### config.mk
export PLATFORM = sky130hd
export DESIGN_NAME = adc_axis_capture_flat
export DESIGN_NICKNAME = d
export VERILOG_FILES = /design/src/rtl/adc_pkg.sv /design/src/rtl/adc_axis_capture_if.sv /design/src/rtl/adc_sample_fifo.sv /design/src/rtl/adc_axis_capture.sv /design/src/flat_wrapper.sv
export SDC_FILE = /design/constraint.sdc
export NUM_CORES = 1
export LEC_CHECK = 0
export CORE_MARGIN = 4
export CORE_UTILIZATION = 48
export CTS_BUF_LIST = sky130_fd_sc_hd__clkbuf_4 sky130_fd_sc_hd__clkbuf_8 sky130_fd_sc_hd__clkbuf_16
export DETAILED_ROUTE_END_ITERATION = 7
export DONT_BUFFER_PORTS = 1
export GPL_TIMING_DRIVEN = 0
export SYNTH_ARGS = -nofsm -noshare
export SYNTH_HDL_FRONTEND = slang
export SYNTH_SLANG_ARGS = --single-unit
### constraint.sdc
create_clock -name clk -period 5.4 [get_ports clk]
set_input_delay 0.81 -clock clk [delete_from_list [all_inputs] [get_ports clk]]
set_output_delay 0.81 -clock clk [all_outputs]
set_load 0.05 [all_outputs]
### src/rtl/adc_pkg.sv
// Shared types for the ADC capture path: IQ sample layout and capture FSM states.
package adc_pkg;

  localparam int IQ_W = 16;

  // I occupies the upper half of the stream word, Q the lower half.
  typedef struct packed {
    logic signed [IQ_W-1:0] i;
    logic signed [IQ_W-1:0] q;
  } iq_t;

  typedef enum logic [1:0] {
    IDLE    = 2'd0,
    CAPTURE = 2'd1,
    DONE    = 2'd2
  } cap_state_t;

endpackage

### src/rtl/adc_axis_capture_if.sv
// ADC stream input plus FIFO readout bus; slave is the capture block, master the surrounding logic.
interface adc_axis_capture_if #(
  parameter int DATA_W = 32
);

  logic [DATA_W-1:0] s_axis_tdata;
  logic              s_axis_tvalid;
  logic              s_axis_tready;
  logic              s_axis_tlast;
  logic [DATA_W-1:0] m_iq_sample;
  logic              m_valid_iq;
  logic              m_ready;

  modport master (
    output s_axis_tdata, s_axis_tvalid, s_axis_tlast, m_ready,
    input  s_axis_tready, m_iq_sample, m_valid_iq
  );

  modport slave (
    input  s_axis_tdata, s_axis_tvalid, s_axis_tlast, m_ready,
    output s_axis_tready, m_iq_sample, m_valid_iq
  );

endinterface

### src/rtl/adc_sample_fifo.sv
// First-word-fall-through sample FIFO: a write at edge N is visible at the head after edge N.
// Writes when full and reads when empty are ignored; the head reads as zero while empty.
module adc_sample_fifo #(
  parameter int DATA_W     = 32,
  parameter int FIFO_DEPTH = 16
) (
  input  logic              clk,
  input  logic              rst,
  input  logic              wr_vld,
  input  logic [DATA_W-1:0] wr_dat,
  input  logic              rd_rdy,
  output logic              rd_vld,
  output logic [DATA_W-1:0] rd_dat,
  output logic              full,
  output logic              empty
);

  localparam int AW = $clog2(FIFO_DEPTH);

  logic [AW:0]       wr_ptr_q, wr_ptr_d;
  logic [AW:0]       rd_ptr_q, rd_ptr_d;
  logic [DATA_W-1:0] mem_q [FIFO_DEPTH];
  logic [DATA_W-1:0] mem_d [FIFO_DEPTH];
  logic              push, pop;

  // Pointers carry one extra wrap bit so full and empty are distinguishable.
  assign empty  = (wr_ptr_q == rd_ptr_q);
  assign full   = (wr_ptr_q[AW] != rd_ptr_q[AW]) && (wr_ptr_q[AW-1:0] == rd_ptr_q[AW-1:0]);
  assign push   = wr_vld && !full;
  assign pop    = rd_rdy && !empty;
  assign rd_vld = !empty;
  assign rd_dat = empty ? '0 : mem_q[rd_ptr_q[AW-1:0]];

  always_comb begin
    wr_ptr_d = wr_ptr_q;
    rd_ptr_d = rd_ptr_q;
    mem_d    = mem_q;
    if (push) begin
      mem_d[wr_ptr_q[AW-1:0]] = wr_dat;
      wr_ptr_d                = wr_ptr_q + (AW+1)'(1);
    end
    if (pop) begin
      rd_ptr_d = rd_ptr_q + (AW+1)'(1);
    end
  end

  always_ff @(posedge clk or posedge rst) begin
    if (rst) begin
      wr_ptr_q <= '0;
      rd_ptr_q <= '0;
    end else begin
      wr_ptr_q <= wr_ptr_d;
      rd_ptr_q <= rd_ptr_d;
    end
  end

  // Storage needs no reset: the head is masked while the FIFO is empty.
  always_ff @(posedge clk) begin
    mem_q <= mem_d;
  end

endmodule

### src/rtl/adc_axis_capture.sv
// ADC stream capture: start arms a cap_len window written into an FWFT FIFO (1-cycle latency); tlast ends it early.
// tready = !full in CAPTURE (a stalled beat sets sticky overflow), 1 elsewhere (beats dropped); ADC_ACCUM_EN adds I/Q sums.
module adc_axis_capture
  import adc_pkg::*;
#(
  parameter int DATA_W     = 32,
  parameter int FIFO_DEPTH = 16,
  parameter int LEN_W      = 16,
  parameter int ACC_W      = 32
) (
  input  logic                    clk,
  input  logic                    rst,
  adc_axis_capture_if.slave       axis,
  input  logic                    start,
  input  logic [LEN_W-1:0]        cap_len,
  output logic                    busy,
  output logic                    done,
  output logic                    overflow,
  output logic [LEN_W-1:0]        captured_count
`ifdef ADC_ACCUM_EN
  ,
  output logic signed [ACC_W-1:0] acc_i,
  output logic signed [ACC_W-1:0] acc_q
`endif
);

  if (ACC_W < IQ_W) begin : g_acc_w_check
    $error("ACC_W must be at least IQ_W");
  end
  if ((FIFO_DEPTH < 2) || ((FIFO_DEPTH & (FIFO_DEPTH - 1)) != 0)) begin : g_depth_check
    $error("FIFO_DEPTH must be a power of two, at least 2");
  end

  cap_state_t       state_q, state_d;
  logic [LEN_W-1:0] len_q, len_d;
  logic [LEN_W-1:0] count_q, count_d;
  logic [LEN_W-1:0] count_inc;
  logic             ovf_q, ovf_d;
  logic             done_q, done_d;
  logic             fifo_full, fifo_empty;
  logic             tready;
  logic             wr_en;
  logic             arm;

  assign tready    = (state_q == CAPTURE) ? !fifo_full : 1'b1;
  assign wr_en     = (state_q == CAPTURE) && axis.s_axis_tvalid && tready;
  assign arm       = start && (state_q != CAPTURE);
  assign count_inc = (&count_q) ? count_q : count_q + LEN_W'(1);

  assign axis.s_axis_tready = tready;
  assign busy               = (state_q == CAPTURE);
  assign done               = done_q;
  assign overflow           = ovf_q;
  assign captured_count     = count_q;

  adc_sample_fifo #(
    .DATA_W     (DATA_W),
    .FIFO_DEPTH (FIFO_DEPTH)
  ) u_fifo (
    .clk    (clk),
    .rst    (rst),
    .wr_vld (wr_en),
    .wr_dat (axis.s_axis_tdata),
    .rd_rdy (axis.m_ready),
    .rd_vld (axis.m_valid_iq),
    .rd_dat (axis.m_iq_sample),
    .full   (fifo_full),
    .empty  (fifo_empty)
  );

  always_comb begin
    state_d = state_q;
    len_d   = len_q;
    count_d = count_q;
    ovf_d   = ovf_q;
    done_d  = 1'b0;
    case (state_q)
      IDLE, DONE: begin
        if (start) begin
          len_d   = cap_len;
          count_d = '0;
          ovf_d   = 1'b0;
          if (cap_len == '0) begin
            state_d = DONE;
            done_d  = 1'b1;
          end else begin
            state_d = CAPTURE;
          end
        end
      end
      CAPTURE: begin
        // The ADC cannot be stalled, so a beat offered while full is lost.
        if (axis.s_axis_tvalid && fifo_full) begin
          ovf_d = 1'b1;
        end
        if (wr_en) begin
          count_d = count_inc;
          if ((count_inc == len_q) || axis.s_axis_tlast) begin
            state_d = DONE;
            done_d  = 1'b1;
          end
        end
      end
      default: state_d = IDLE;
    endcase
  end

  always_ff @(posedge clk or posedge rst) begin
    if (rst) begin
      state_q <= IDLE;
      len_q   <= '0;
      count_q <= '0;
      ovf_q   <= 1'b0;
      done_q  <= 1'b0;
    end else begin
      state_q <= state_d;
      len_q   <= len_d;
      count_q <= count_d;
      ovf_q   <= ovf_d;
      done_q  <= done_d;
    end
  end

`ifdef ADC_ACCUM_EN
  iq_t                    sample;
  logic signed [ACC_W-1:0] acc_i_q, acc_i_d;
  logic signed [ACC_W-1:0] acc_q_q, acc_q_d;

  assign sample = iq_t'(axis.s_axis_tdata);
  assign acc_i  = acc_i_q;
  assign acc_q  = acc_q_q;

  // Sums wrap modulo 2^ACC_W and hold after the window until the next arm.
  always_comb begin
    acc_i_d = acc_i_q;
    acc_q_d = acc_q_q;
    if (arm) begin
      acc_i_d = '0;
      acc_q_d = '0;
    end else if (wr_en) begin
      acc_i_d = acc_i_q + ACC_W'(sample.i);
      acc_q_d = acc_q_q + ACC_W'(sample.q);
    end
  end

  always_ff @(posedge clk or posedge rst) begin
    if (rst) begin
      acc_i_q <= '0;
      acc_q_q <= '0;
    end else begin
      acc_i_q <= acc_i_d;
      acc_q_q <= acc_q_d;
    end
  end
`endif

endmodule

### src/flat_wrapper.sv
// flat-port wrapper written by rule: the top's interface ports become plain ports
module adc_axis_capture_flat import adc_pkg::*;
#(
  parameter int DATA_W     = 32,
  parameter int FIFO_DEPTH = 16,
  parameter int LEN_W      = 16,
  parameter int ACC_W      = 32
)
  (clk, rst, start, cap_len, busy, done, overflow, captured_count, axis_s_axis_tdata, axis_s_axis_tvalid, axis_s_axis_tlast, axis_m_ready, axis_s_axis_tready, axis_m_iq_sample, axis_m_valid_iq);
  adc_axis_capture_if #(.DATA_W(DATA_W)) axis_i ();
  input  logic clk;
  input  logic rst;
  input  logic start;
  input  logic [LEN_W-1:0] cap_len;
  output logic busy;
  output logic done;
  output logic overflow;
  output logic [LEN_W-1:0] captured_count;
  input wire logic [$bits(axis_i.s_axis_tdata)-1:0] axis_s_axis_tdata;
  input wire logic [$bits(axis_i.s_axis_tvalid)-1:0] axis_s_axis_tvalid;
  input wire logic [$bits(axis_i.s_axis_tlast)-1:0] axis_s_axis_tlast;
  input wire logic [$bits(axis_i.m_ready)-1:0] axis_m_ready;
  output wire logic [$bits(axis_i.s_axis_tready)-1:0] axis_s_axis_tready;
  output wire logic [$bits(axis_i.m_iq_sample)-1:0] axis_m_iq_sample;
  output wire logic [$bits(axis_i.m_valid_iq)-1:0] axis_m_valid_iq;
  assign axis_i.s_axis_tdata = axis_s_axis_tdata;
  assign axis_i.s_axis_tvalid = axis_s_axis_tvalid;
  assign axis_i.s_axis_tlast = axis_s_axis_tlast;
  assign axis_i.m_ready = axis_m_ready;
  assign axis_s_axis_tready = axis_i.s_axis_tready;
  assign axis_m_iq_sample = axis_i.m_iq_sample;
  assign axis_m_valid_iq = axis_i.m_valid_iq;
  adc_axis_capture #(.DATA_W(DATA_W), .FIFO_DEPTH(FIFO_DEPTH), .LEN_W(LEN_W), .ACC_W(ACC_W)) u_core (.clk(clk), .rst(rst), .axis(axis_i), .start(start), .cap_len(cap_len), .busy(busy), .done(done), .overflow(overflow), .captured_count(captured_count));
endmodule
==> metrics.md, run 1 <==
| Metric | Value |
|---|---|
| Antenna violations before repair | `0` |
| Layout Area Growth over Synthesis | `13.6%` |
| Cell types occupying the most area after synthesis | `sky130_fd_sc_hd__edfxtp_1 (68%), sky130_fd_sc_hd__mux4_2 (16%), sky130_fd_sc_hd__dfrtp_1 (5.1%)` |
| Internal power consumption | `around 9 mW` |
| Detailed-route wire length per cell | `about 28 µm` |
| Leakage power of the design | `approximately 8.3 nW` |
| Synthesized cell area | `between 20000 and 25000 µm²` |
| FF-to-FF setup slack | `roughly 1.5 ns` |
| WP data required | `around 4.6 ns` |
| Count of flip-flops with a built-in enable after synthesis | `around 510` |
| Final HPWL from detailed placement | `approximately 32000 µm` |
| Sequential share of power | `a little under two fifths` |
| Diodes inserted | `0` |
| Vias | `approximately 11000` |
| Most common library cells after synthesis | `sky130_fd_sc_hd__edfxtp_1 (512), sky130_fd_sc_hd__mux4_2 (160), sky130_fd_sc_hd__nand2_1 (76), sky130_fd_sc_hd__dfrtp_1 (46), sky130_fd_sc_hd__nor2b_1 (33)` |
| Post-cts resize count | `0` |
| Final WL | `just over 50000 µm` |
| Drt first-iter violations | `between 1000 and 1500` |
| Final hold viol count | `0` |
| Instance count of the mapped netlist | `1091` |
| Flip-flop cell with the highest count after synthesis | `sky130_fd_sc_hd__edfxtp_1` |
| Min Tclk post-route | `4.92 ns` |
| Master cell of the clock root buffer | `sky130_fd_sc_hd__clkbuf_16` |
| Worst slew pin tran | `1.21 ns` |
| Via count of the first global-routing pass | `~11000` |
| Latest clock arrival within the worst-skew pair | `~0.60 ns` |
| Power density cells | `542 nW/µm²` |
| GR Overflow Total | `0` |
| Setup-failing EPs final | `0` |
| Post-Route Skew | `between 0.02 and 0.025 ns` |
| Worst Setup Slack post-DPL | `~1 ns` |
| Async set or reset register ratio after synthesis | `under 10%` |
| Maximum net fanout on the critical path | `10` |
| CP startpoint kind | `flop` |
| Maximum ir drop on the vdd rail | `between 0.2 and 0.3 mV` |
| DR pass1 iterations | `5` |
| Per-instance average area after synthesis | `a little over 20 µm²` |
| Count of max-cap constraint violations | `0` |
| Buffers inserted by post-CTS timing repair | `0` |
| Min setup slack post-route | `approximately 0.48 ns` |
| Reg2reg start | `u_core.u_fifo.rd_ptr_q[3]$_DFFE_PP0P_` |
| Worst setup path category | `reg -> out` |
| Synthesis Warnings | `0` |
| Endpoint of the lowest-slack register-to-register path | `u_core.u_fifo.mem_q[502]$_DFFE_PP_` |
| Max Freq | `roughly 200 MHz` |
| Number of pins exceeding their max-slew limit in the final report | `0` |
| Num ports | `between 100 and 150` |
| Min-delay worst type | `in -> async` |
| Buffers on Ports | `0` |
| Post-route antenna net violation count | `0` |
| Number of buffers between clock root and the deepest sink | `3` |
| Clock transition at the registers of the reported paths | `about 0.06 ns` |
| TritonCTS clock tree | `done` |
| Placer Congestion | `around 0.85` |
| Timing endpoint of the critical path | `axis_m_iq_sample[30]` |
| Share of post-route cells with drive strength above 1 | `29.0%` |
| Source of the critical timing path | `u_core.u_fifo.rd_ptr_q[1]$_DFFE_PP0P_` |
| Wire length of the first global-routing pass | `roughly 77000 µm` |
| Power share of the clock group | `a little over a quarter` |
| Outcome | `finished, final reports clean` |
| Unrepaired setup endpoints after global routing | `no` |
| Total clock buffers created by CTS | `56` |
| Count of state elements after synthesis | `between 500 and 600` |
| Tcrit/Tclk final | `91.1%` |
| Initial standard-cell utilization of the core | `between 40% and 50%` |
| Die Span Y | `225 µm` |
| H-tree depth reported by CTS | `2` |
| Top cell type by total area after synthesis | `sky130_fd_sc_hd__edfxtp_1` |
| Register area share after synthesis | `73.4%` |
| Reported net switching power | `slightly below 5 mW` |
| Distinct cell type count after synthesis | `between 60 and 70` |
| Core Box Area | `between 40000 and 50000 µm²` |
| Maximum number of pins on one net before global-route repair | `33` |
| Clock Sink Count | `between 500 and 600` |
| Total of hold buffers inserted after clock tree synthesis | `0` |
| Global-route total usage across every layer | `20.7%` |
| Number of rows created at floorplan | `79` |
| Layout Nets | `between 1000 and 1500` |
| Core occupancy in the finished layout | `between 50% and 60%` |
| Relative slew slack | `19.1%` |
| Via-per-instance ratio | `5.99` |
| Chip Width | `~220 µm` |
| Critical path capture point type | `output port` |
| Fill cells | `approximately 3500` |
| Arrival time worst endpoint | `4.11 ns` |
| Residual DRC count | `0` |
| Library cell with the highest instance count after synthesis | `sky130_fd_sc_hd__edfxtp_1` |
| Switching share of power | `a little over a third` |
| Combinational cell fraction of total power | `34.7%` |
| Mapped Nets | `1151` |
| Die ar. | `between 50000 and 60000 µm²` |
| Area share of the largest cell type after synthesis | `68.3%` |
| Worst reg2reg path depth | `10` |
==> stage by stage <==
stage          power, mW  setup TNS [ns]  instances  cell area [µm²]  hold WS [ns]
2_1_floorplan       9.02               0       1091            22500         0.462
3_5_place_dp        10.2               0       1723            23800         0.482
5_1_grt             14.4               0       1820            25600        0.0548
3_3_place_gp        10.1         -364.64       1698            23300         0.476
6_report            13.8               0       1820            25600        0.0529
4_1_cts             14.0               0       1820            25600        0.0259
==> worst min-delay path by stage <==
stage | slack, ns | startpoint | end | depth (start not counted)
3_5_place_dp | 0.48 | u_core.u_fifo.rd_ptr_q[4]$_DFFE_PP0P_ | u_core.u_fifo.rd_ptr_q[4]$_DFFE_PP0P_ | 1
4_1_cts | 0.03 | rst | u_core.overflow$_DFFE_PP0P_ | 1
2_1_floorplan | 0.46 | u_core.u_fifo.wr_ptr_q[4]$_DFFE_PP0P_ | u_core.u_fifo.wr_ptr_q[4]$_DFFE_PP0P_ | 1
5_1_grt | 0.05 | rst | u_core.overflow$_DFFE_PP0P_ | 1
6_report | 0.05 | rst | u_core.done$_DFF_PP0_ | 1
3_3_place_gp | 0.48 | u_core.u_fifo.wr_ptr_q[4]$_DFFE_PP0P_ | u_core.u_fifo.wr_ptr_q[4]$_DFFE_PP0P_ | 1
==> placed cells by master (no fill, tap or decap), types with 7 or more instances in the layout <==
cell type and n:
sky130_fd_sc_hd__edfxtp_1 512, sky130_fd_sc_hd__clkbuf_16 57, sky130_fd_sc_hd__o21ai_0 9, sky130_fd_sc_hd__xor2_1 9
sky130_fd_sc_hd__buf_2 17, sky130_fd_sc_hd__nor2_4 12, sky130_fd_sc_hd__clkinv_1 7, sky130_fd_sc_hd__nor2_1 16
sky130_fd_sc_hd__clkbuf_4 17, sky130_fd_sc_hd__nor2b_1 33, sky130_fd_sc_hd__clkbuf_1 22, sky130_fd_sc_hd__xnor2_1 24
sky130_fd_sc_hd__mux4_2 160, sky130_fd_sc_hd__nand2_1 76, sky130_fd_sc_hd__nand3_1 10, sky130_fd_sc_hd__inv_1 7
sky130_fd_sc_hd__buf_6 17, sky130_fd_sc_hd__mux2i_1 7, sky130_fd_sc_hd__buf_1 8, sky130_fd_sc_hd__buf_12 13
sky130_fd_sc_hd__a21oi_1 9, sky130_fd_sc_hd__dfrtp_1 46
==> per-layer routing <==
metal,track usage [%],share of wire [%],up-vias
li1,-,-,4648
met1,29.4,42,5825
met2,33.9,50,357
met3,4.18,6.6,69
met4,4.82,1.7,0
met5,0,0,-
==> kinds of logic (layout without fill, tap and decap cells) <==
group                      after synthesis  count (layout)  share of synthesized area, %
buffers and inverters                   70             192                          1.72
muxes                                  170             170                          16.5
adders and majority gates                6               6                         0.334
AOI/OAI and AO/OA                       56              56                          1.89
and+or+nand+nor                        198             198                          4.84
DFF                                    558             558                          73.4
xor gates and xnor gates                33              33                          1.28
==> registers in the layout, summed over array words and instances (netlist names) <==
register / cells
u_core.captured_count: 16
u_core.done: 1
u_core.len_q: 16
u_core.overflow: 1
u_core.state_q: 2
u_core.u_fifo.mem_q: 512
u_core.u_fifo.rd_ptr_q: 5
u_core.u_fifo.wr_ptr_q: 5
==> power groups by stage <==
stage | clock (mW) | sequential [mW] | combinational [mW]
2_1_floorplan | 0 | 5.31 | 3.70
3_3_place_gp | 0 | 5.38 | 4.73
3_5_place_dp | 0 | 5.36 | 4.87
4_1_cts | 3.83 | 5.27 | 4.89
5_1_grt | 4.03 | 5.29 | 5.11
6_report | 3.77 | 5.27 | 4.80
==> critical path, stage by stage, from the launching register on <==
cell and delay (ns):
sky130_fd_sc_hd__dfrtp_1 0.35, sky130_fd_sc_hd__clkbuf_1 0.39, sky130_fd_sc_hd__clkbuf_1 0.48, sky130_fd_sc_hd__buf_1 0.79, sky130_fd_sc_hd__mux4_2 0.38, sky130_fd_sc_hd__mux4_2 0.22, sky130_fd_sc_hd__nor2b_1 0.89
==> area by class of cell <==
type / count / area, µm² / area share [%]
repair buffers: 25 / 403 / 1.58
well taps: 607 / 759 / 2.97
inverters: 8 / 30.0 / 0.118
plain buffers: 62 / 357 / 1.40
clock buffers: 77 / 1600 / 6.24
multi-input cells: 463 / 5700 / 22.3
clock inverters: 20 / 185 / 0.725
flip-flops and latches: 558 / 16500 / 64.7
Power figures use the tool's default switching activity.
==> run 2, diff against run 1 <==
--- a/config.mk
+++ b/config.mk
@@ -11,6 +11,7 @@
 export DETAILED_ROUTE_END_ITERATION = 7
 export DONT_BUFFER_PORTS = 1
 export GPL_TIMING_DRIVEN = 0
+export PLACE_DENSITY = 0.65
 export SYNTH_ARGS = -nofsm -noshare
 export SYNTH_HDL_FRONTEND = slang
 export SYNTH_SLANG_ARGS = --single-unit
==> constraint.sdc (replaced) <==
create_clock -name clk -period 4.5 [get_ports clk]
set_input_delay 0.675 -clock clk [delete_from_list [all_inputs] [get_ports clk]]
set_output_delay 0.675 -clock clk [all_outputs]
set_load 0.05 [all_outputs]
==> run 2 against run 1 <==
Hold slack improved by 0.090 ns; combinational power increased by 21%; utilization increased by 0.65 points.
==> metrics.md, run 2 (synthesis results as in run 1) <==
| Metric | Value |
|---|---|
| Master cell of the clock root buffer | `sky130_fd_sc_hd__clkbuf_16` |
| Global-route total usage across every layer | `roughly a fifth` |
| Layout Nets | `~1200` |
| Die ar. | `50400 µm²` |
| Top library cells by usage in the layout, fill and taps aside | `sky130_fd_sc_hd__edfxtp_1 (512), sky130_fd_sc_hd__mux4_2 (160), sky130_fd_sc_hd__nand2_1 (76)` |
| Post-Place Cells | `~1700` |
| H-tree depth reported by CTS | `2` |
| Worst slew pin tran | `1.11 ns` |
| Arrival time worst endpoint | `between 3 and 4 ns` |
| Maximum number of pins on one net before global-route repair | `29` |
| Residual DRC count | `0` |
| Number of rows created at floorplan | `just under 80` |
| Antenna violations before repair | `0` |
| Fill cells | `about 3500` |
| Power density cells | `approximately 660 nW/µm²` |
| Total clock buffers created by CTS | `56` |
| Count of max-cap constraint violations | `0` |
| Leakage power of the design | `8.40 nW` |
| Tcrit/Tclk final | `99.0%` |
| Post-Route Skew | `0.0519 ns` |
| Core occupancy in the finished layout | `between 50 and 60%` |
| Max Freq | `about 220 MHz` |
| WP data required | `about 3.8 ns` |
| Final WL | `between 50000 and 60000 µm` |
| Drt first-iter violations | `1225` |
| Maximum net fanout on the critical path | `10` |
| Die Span Y | `~220 µm` |
| Buffers inserted by post-CTS timing repair | `0` |
| Min-delay worst type | `in -> reg` |
| GR Overflow Total | `0` |
| TritonCTS clock tree | `done` |
| Unrepaired setup endpoints after global routing | `yes` |
| Post-route antenna net violation count | `0` |
| Worst setup path category | `reg -> out` |
| CP startpoint kind | `flop` |
| Via-per-instance ratio | `slightly above 6` |
| Max reg flops | `around 510` |
| Min Tclk post-route | `4.45 ns` |
| Core Box Area | `46500 µm²` |
| Number of buffers between clock root and the deepest sink | `3` |
| Relative slew slack | `26.1%` |
| Num ports | `around 110` |
| Wire length of the first global-routing pass | `~76000 µm` |
| Outcome | `finished, final reports clean` |
| Buffers on Ports | `0` |
| Final hold viol count | `0` |
| Chip Width | `between 200 and 250 µm` |
| Layout Area Growth over Synthesis | `14.9%` |
| Number of pins exceeding their max-slew limit in the final report | `0` |
| Final HPWL from detailed placement | `between 30000 and 40000 µm` |
| Finished Layout Cells | `around 1800` |
| Commonest non-fill, non-tap cell in the layout | `sky130_fd_sc_hd__edfxtp_1` |
| Placer Congestion | `~0.89` |
| Clock transition at the registers of the reported paths | `about 0.06 ns` |
| Latest clock arrival within the worst-skew pair | `0.62 ns` |
| Initial standard-cell utilization of the core | `48.4%` |
| DR pass1 iterations | `5` |
| Via count of the first global-routing pass | `about 11000` |
| Vias | `between 10000 and 15000` |
| Diodes inserted | `0` |
| Clock Sink Count | `approximately 560` |
| Setup-failing EPs final | `0` |
| Detailed-route wire length per cell | `approximately 28 µm` |
| Maximum ir drop on the vdd rail | `0.572 mV` |
| Critical path capture point type | `output port` |
| Share of post-route cells with drive strength above 1 | `a little under a third` |
| Register containing the most flip-flops in the final layout | `u_core.u_fifo.mem_q` |
## run 2: cell type report
| cell class | instances | area (µm²) | share of cell area [%] |
|---|---|---|---|
| inverter | 8 | 30.0 | 0.116 |
| clock inverter | 32 | 403 | 1.56 |
| buffer | 62 | 372 | 1.44 |
| clock buffer | 71 | 1530 | 5.92 |
| tap | 607 | 759 | 2.94 |
| sequential | 558 | 16500 | 63.9 |
| multi-input combinational | 463 | 5760 | 22.3 |
| timing repair buffer | 29 | 478 | 1.85 |
## run 2: repair_timing
item / in CTS / in global routing
resized for setup: 18 / 12
hold endpoints to repair: 18 / 0
setup endpoints to repair: 22 / 13
hold buffers: 1 / 0
## run 2: metal layers
layer,vias to the layer above,track usage (%),share of wire [%]
met5,-,0,0
met4,0,5.38,2.0
met3,72,4.37,6.5
met2,379,32.8,49
met1,5956,28.7,42
li1,4657,-,-
## run 2: through the flow
| stage | hold slack (ns) | TNS, ns | instance area (µm²) | power, mW | worst slack [ns] |
|---|---|---|---|---|---|
| after floorplan | 0.462 | 0 | 22500 | 10.8 | 0.378 |
| after global placement | 0.483 | -774.85 | 23300 | 12.1 | -2.79 |
| after detailed placement | 0.492 | 0 | 23800 | 12.2 | 0.464 |
| after CTS | 0.101 | 0 | 25800 | 17.1 | 0.00929 |
| after global routing | 0.115 | -0.131 | 25900 | 17.6 | -0.0678 |
| final | 0.143 | 0 | 25900 | 16.9 | 0.0460 |
## run 2: critical path: stages, from the launching register on
cell	delay, ns
sky130_fd_sc_hd__dfrtp_1	0.35
sky130_fd_sc_hd__clkbuf_1	0.33
sky130_fd_sc_hd__clkbuf_1	0.41
sky130_fd_sc_hd__clkdlybuf4s15_1	0.76
sky130_fd_sc_hd__mux4_2	0.35
sky130_fd_sc_hd__mux4_2	0.24
sky130_fd_sc_hd__nor2b_1	0.75
## run 2: power breakdown
part           leakage [nW]  internal, mW  total [mW]  switching, mW
logic                  2.25          2.19        5.82           3.62
clock network         0.941          2.83        4.80           1.97
registers              5.20          6.08        6.32          0.238
## run 2: path summary, 6_finish.rpt
check	startpoint	end	slack, ns	cells after the start
max	u_core.u_fifo.rd_ptr_q[1]$_DFFE_PP0P_	axis_m_iq_sample[6]	0.05	6
min	axis_s_axis_tdata[23]	u_core.u_fifo.mem_q[375]$_DFFE_PP_	0.14	0
max reg2reg	u_core.u_fifo.rd_ptr_q[3]$_DFFE_PP0P_	u_core.u_fifo.mem_q[429]$_DFFE_PP_	0.62	10
min reg2reg	u_core.u_fifo.rd_ptr_q[4]$_DFFE_PP0P_	u_core.u_fifo.rd_ptr_q[4]$_DFFE_PP0P_	0.50	1
max in group asynchronous	rst	u_core.len_q[6]$_DFFE_PP0P_	3.45	3
min in group asynchronous	rst	u_core.captured_count[14]$_DFFE_PP0P_	0.53	2
==> run 3, diff against run 2 <==
--- a/config.mk
+++ b/config.mk
@@ -9,9 +9,8 @@
 export CORE_UTILIZATION = 48
 export CTS_BUF_LIST = sky130_fd_sc_hd__clkbuf_4 sky130_fd_sc_hd__clkbuf_8 sky130_fd_sc_hd__clkbuf_16
 export DETAILED_ROUTE_END_ITERATION = 7
-export DONT_BUFFER_PORTS = 1
 export GPL_TIMING_DRIVEN = 0
-export PLACE_DENSITY = 0.65
+export PLACE_DENSITY = 0.68
 export SYNTH_ARGS = -nofsm -noshare
 export SYNTH_HDL_FRONTEND = slang
 export SYNTH_SLANG_ARGS = --single-unit
==> run 3 against run 2 <==
Register-to-register slack gained 0.05 ns; final area grew 2.9%; global-route usage grew 0.13 points; combinational power grew 9.3%; sequential cell count is the same; clock skew shrank 0.019 ns; critical path type unchanged; critical endpoint is now axis_m_iq_sample[9].
==> metrics.md, run 3 (synthesis results as in run 1) <==
| Metric | Value |
|---|---|
| Layout Area Growth over Synthesis | `18.3%` |
| WP data required | `3.83 ns` |
| Commonest non-fill, non-tap cell in the layout | `sky130_fd_sc_hd__edfxtp_1` |
| Min Tclk post-route | `about 4.3 ns` |
| Wire length of the first global-routing pass | `between 70000 and 80000 µm` |
| Die Span Y | `225 µm` |
| Maximum ir drop on the vdd rail | `~0.56 mV` |
| Number of rows created at floorplan | `roughly 80` |
| Total of hold buffers inserted after clock tree synthesis | `0` |
| GR Overflow Total | `0` |
| Final HPWL from detailed placement | `around 32000 µm` |
| Worst setup path category | `reg -> out` |
| Crit-path max cell delay | `between 0.5 and 0.6 ns` |
| Critical path capture point type | `output port` |
| Setup-failing EPs final | `0` |
| Total clock buffers created by CTS | `55` |
| Fill cells | `roughly 3400` |
| Reg2reg start | `u_core.u_fifo.rd_ptr_q[3]$_DFFE_PP0P_` |
| Min-delay worst type | `in -> async` |
| Endpoint of the lowest-slack register-to-register path | `u_core.u_fifo.mem_q[460]$_DFFE_PP_` |
| Arrival time worst endpoint | `3.58 ns` |
| Final WL | `approximately 51000 µm` |
| Post-layout power | `17.1 mW` |
| CP startpoint kind | `flop` |
| Via count of the first global-routing pass | `~12000` |
| Via-per-instance ratio | `5.95` |
| Number of buffers between clock root and the deepest sink | `3` |
| Power density cells | `approximately 640 nW/µm²` |
| Number of pins exceeding their max-slew limit in the final report | `0` |
| Detailed-route wire length per cell | `roughly 27 µm` |
| Cell with the largest stage delay on the worst path | `sky130_fd_sc_hd__clkbuf_1` |
| Master cell of the clock root buffer | `sky130_fd_sc_hd__clkbuf_16` |
| Top library cells by usage in the layout, fill and taps aside | `sky130_fd_sc_hd__edfxtp_1 (512), sky130_fd_sc_hd__mux4_2 (160), sky130_fd_sc_hd__nand2_1 (76)` |
| Max reg flops | `512` |
| Antenna violations before repair | `1` |
| Residual DRC count | `0` |
| Unrepaired setup endpoints after global routing | `no` |
| Tcrit/Tclk final | `a little over nine tenths` |
| H-tree depth reported by CTS | `2` |
| Clock transition at the registers of the reported paths | `around 0.060 ns` |
| Initial standard-cell utilization of the core | `around half` |
| Die ar. | `a little over 50000 µm²` |
| Worst-path cell chain | `clkbuf_1 -> xnor2_1 -> nand4_1 -> nor2_2 -> clkbuf_1 -> nor2b_1 -> dlygate4sd2_1` |
| TritonCTS clock tree | `done` |
| Maximum number of pins on one net before global-route repair | `25` |
| Placer Congestion | `~0.86` |
| Diodes inserted | `0` |
| Num ports | `roughly 110` |
| Hold WS | `0.449 ns` |
| Final hold viol count | `0` |
| Share of post-route cells with drive strength above 1 | `~27%` |
| Register containing the most flip-flops in the final layout | `u_core.u_fifo.mem_q` |
| Count of max-cap constraint violations | `0` |
| Relative slew slack | `between 20% and 30%` |
| Maximum net fanout on the critical path | `10` |
| Vias | `between 10000 and 15000` |
| Worst slew pin tran | `1.10 ns` |
| Worst reg2reg path depth | `10` |
| FF-to-FF setup slack | `between 0.6 and 0.7 ns` |
| Outcome | `finished, final reports clean` |
| DR pass1 iterations | `5` |
| Leakage power of the design | `just under 9 nW` |
| Latest clock arrival within the worst-skew pair | `just over 0.6 ns` |
| Max Freq | `235 MHz` |
| Clock Sink Count | `between 500 and 600` |
| Global-route total usage across every layer | `between 20 and 25%` |
| Most Frequent Cell on Critical Path | `sky130_fd_sc_hd__clkbuf_1` |
| Drt first-iter violations | `roughly 1300` |
| Core Box Area | `around 46000 µm²` |
| Chip Width | `about 220 µm` |
| Buffers on Ports | `106` |
| Post-route antenna net violation count | `0` |
| Layout Nets | `between 1000 and 1500` |
| Post-Route Skew | `0.0325 ns` |
==> run 3: cell count changes in the layout (fill, tap and decap cells not counted), moves of 6 or more <==
| cell | delta |
|---|---|
| sky130_fd_sc_hd__nor2b_2 | -23 |
| sky130_fd_sc_hd__clkdlybuf4s50_1 | +74 |
| sky130_fd_sc_hd__buf_6 | -6 |
| sky130_fd_sc_hd__dlygate4sd2_1 | +32 |
| sky130_fd_sc_hd__nor2b_1 | +23 |
| sky130_fd_sc_hd__clkbuf_1 | -8 |
| sky130_fd_sc_hd__buf_4 | +12 |
| sky130_fd_sc_hd__clkinv_1 | +9 |
| sky130_fd_sc_hd__buf_2 | -7 |
| sky130_fd_sc_hd__clkbuf_2 | +7 |
==> run 3: routing by layer <==
metal / vias to the layer above / GRT usage [%] / part of all wire, %
li1: 4862 / - / -
met5: - / 0 / 0.025
met3: 85 / 3.43 / 6.5
met4: 2 / 5.06 / 2.0
met2: 434 / 32.8 / 49
met1: 6088 / 29.9 / 43
==> run 3: repair_timing <==
item,CTS,global route
buffers inserted,0,0
gates resized for setup,59,2
pin swaps,0,0
endpoints found under the setup margin,32,4
endpoints found under the hold margin,0,0
==> run 3: how the worst max path moves through the flow <==
| stage | from | depth (start not counted) | slack (ns) | to |
|---|---|---|---|---|
| 2_1_floorplan | u_core.u_fifo.wr_ptr_q[3]$_DFFE_PP0P_ | 8 | 0.38 | u_core.u_fifo.mem_q[416]$_DFFE_PP_ |
| 5_1_grt | u_core.u_fifo.rd_ptr_q[3]$_DFFE_PP0P_ | 7 | 0.03 | axis_m_iq_sample[9] |
| 3_5_place_dp | u_core.u_fifo.rd_ptr_q[1]$_DFFE_PP0P_ | 7 | -0.02 | axis_m_iq_sample[29] |
| 4_1_cts | u_core.u_fifo.rd_ptr_q[1]$_DFFE_PP0P_ | 7 | 0.08 | axis_m_iq_sample[4] |
| 3_3_place_gp | u_core.u_fifo.rd_ptr_q[3]$_DFFE_PP0P_ | 8 | -2.71 | u_core.u_fifo.mem_q[499]$_DFFE_PP_ |
| 6_report | u_core.u_fifo.rd_ptr_q[3]$_DFFE_PP0P_ | 7 | 0.25 | axis_m_iq_sample[9] |
==> run 3: metrics by stage <==
step           worst slack, ns  area [µm²]  TNS, ns  cells  utilization, %
6_report                 0.249       26600        0   1927            57.3
4_1_cts                 0.0760       26600        0   1929            57.3
3_3_place_gp             -2.71       24300  -791.42   1804            52.4
2_1_floorplan            0.378       22500        0   1091               -
5_1_grt                 0.0257       26600        0   1927            57.3
3_5_place_dp           -0.0207       24900  -0.0392   1831            53.5
==> run 3: layout make-up <==
cell class              instances  area (µm²)  share of cell area [%]
clock buffers                  67        1470                    5.51
repair buffers                133        1450                    5.46
inverters                       8        30.0                   0.113
well taps                     607         759                    2.85
multi-input cells             463        5700                    21.4
flip-flops and latches        558       16500                    62.1
plain buffers                  60         403                    1.51
clock inverters                31         275                    1.03
==> run 3: power breakdown <==
group          switching [mW]  internal (mW)
combinational            3.83           2.53
sequential              0.212           6.08
clock                    1.91           2.49
total                    5.95           11.1
==> run 3: critical path, delay by kind of cell, from the launching register on <==
family                 cells  cell delay, ns
AND/OR/NAND/NOR            3            0.87
XOR/XNOR                   1            0.19
flip-flops                 1            0.32
buffers and inverters      3            1.60
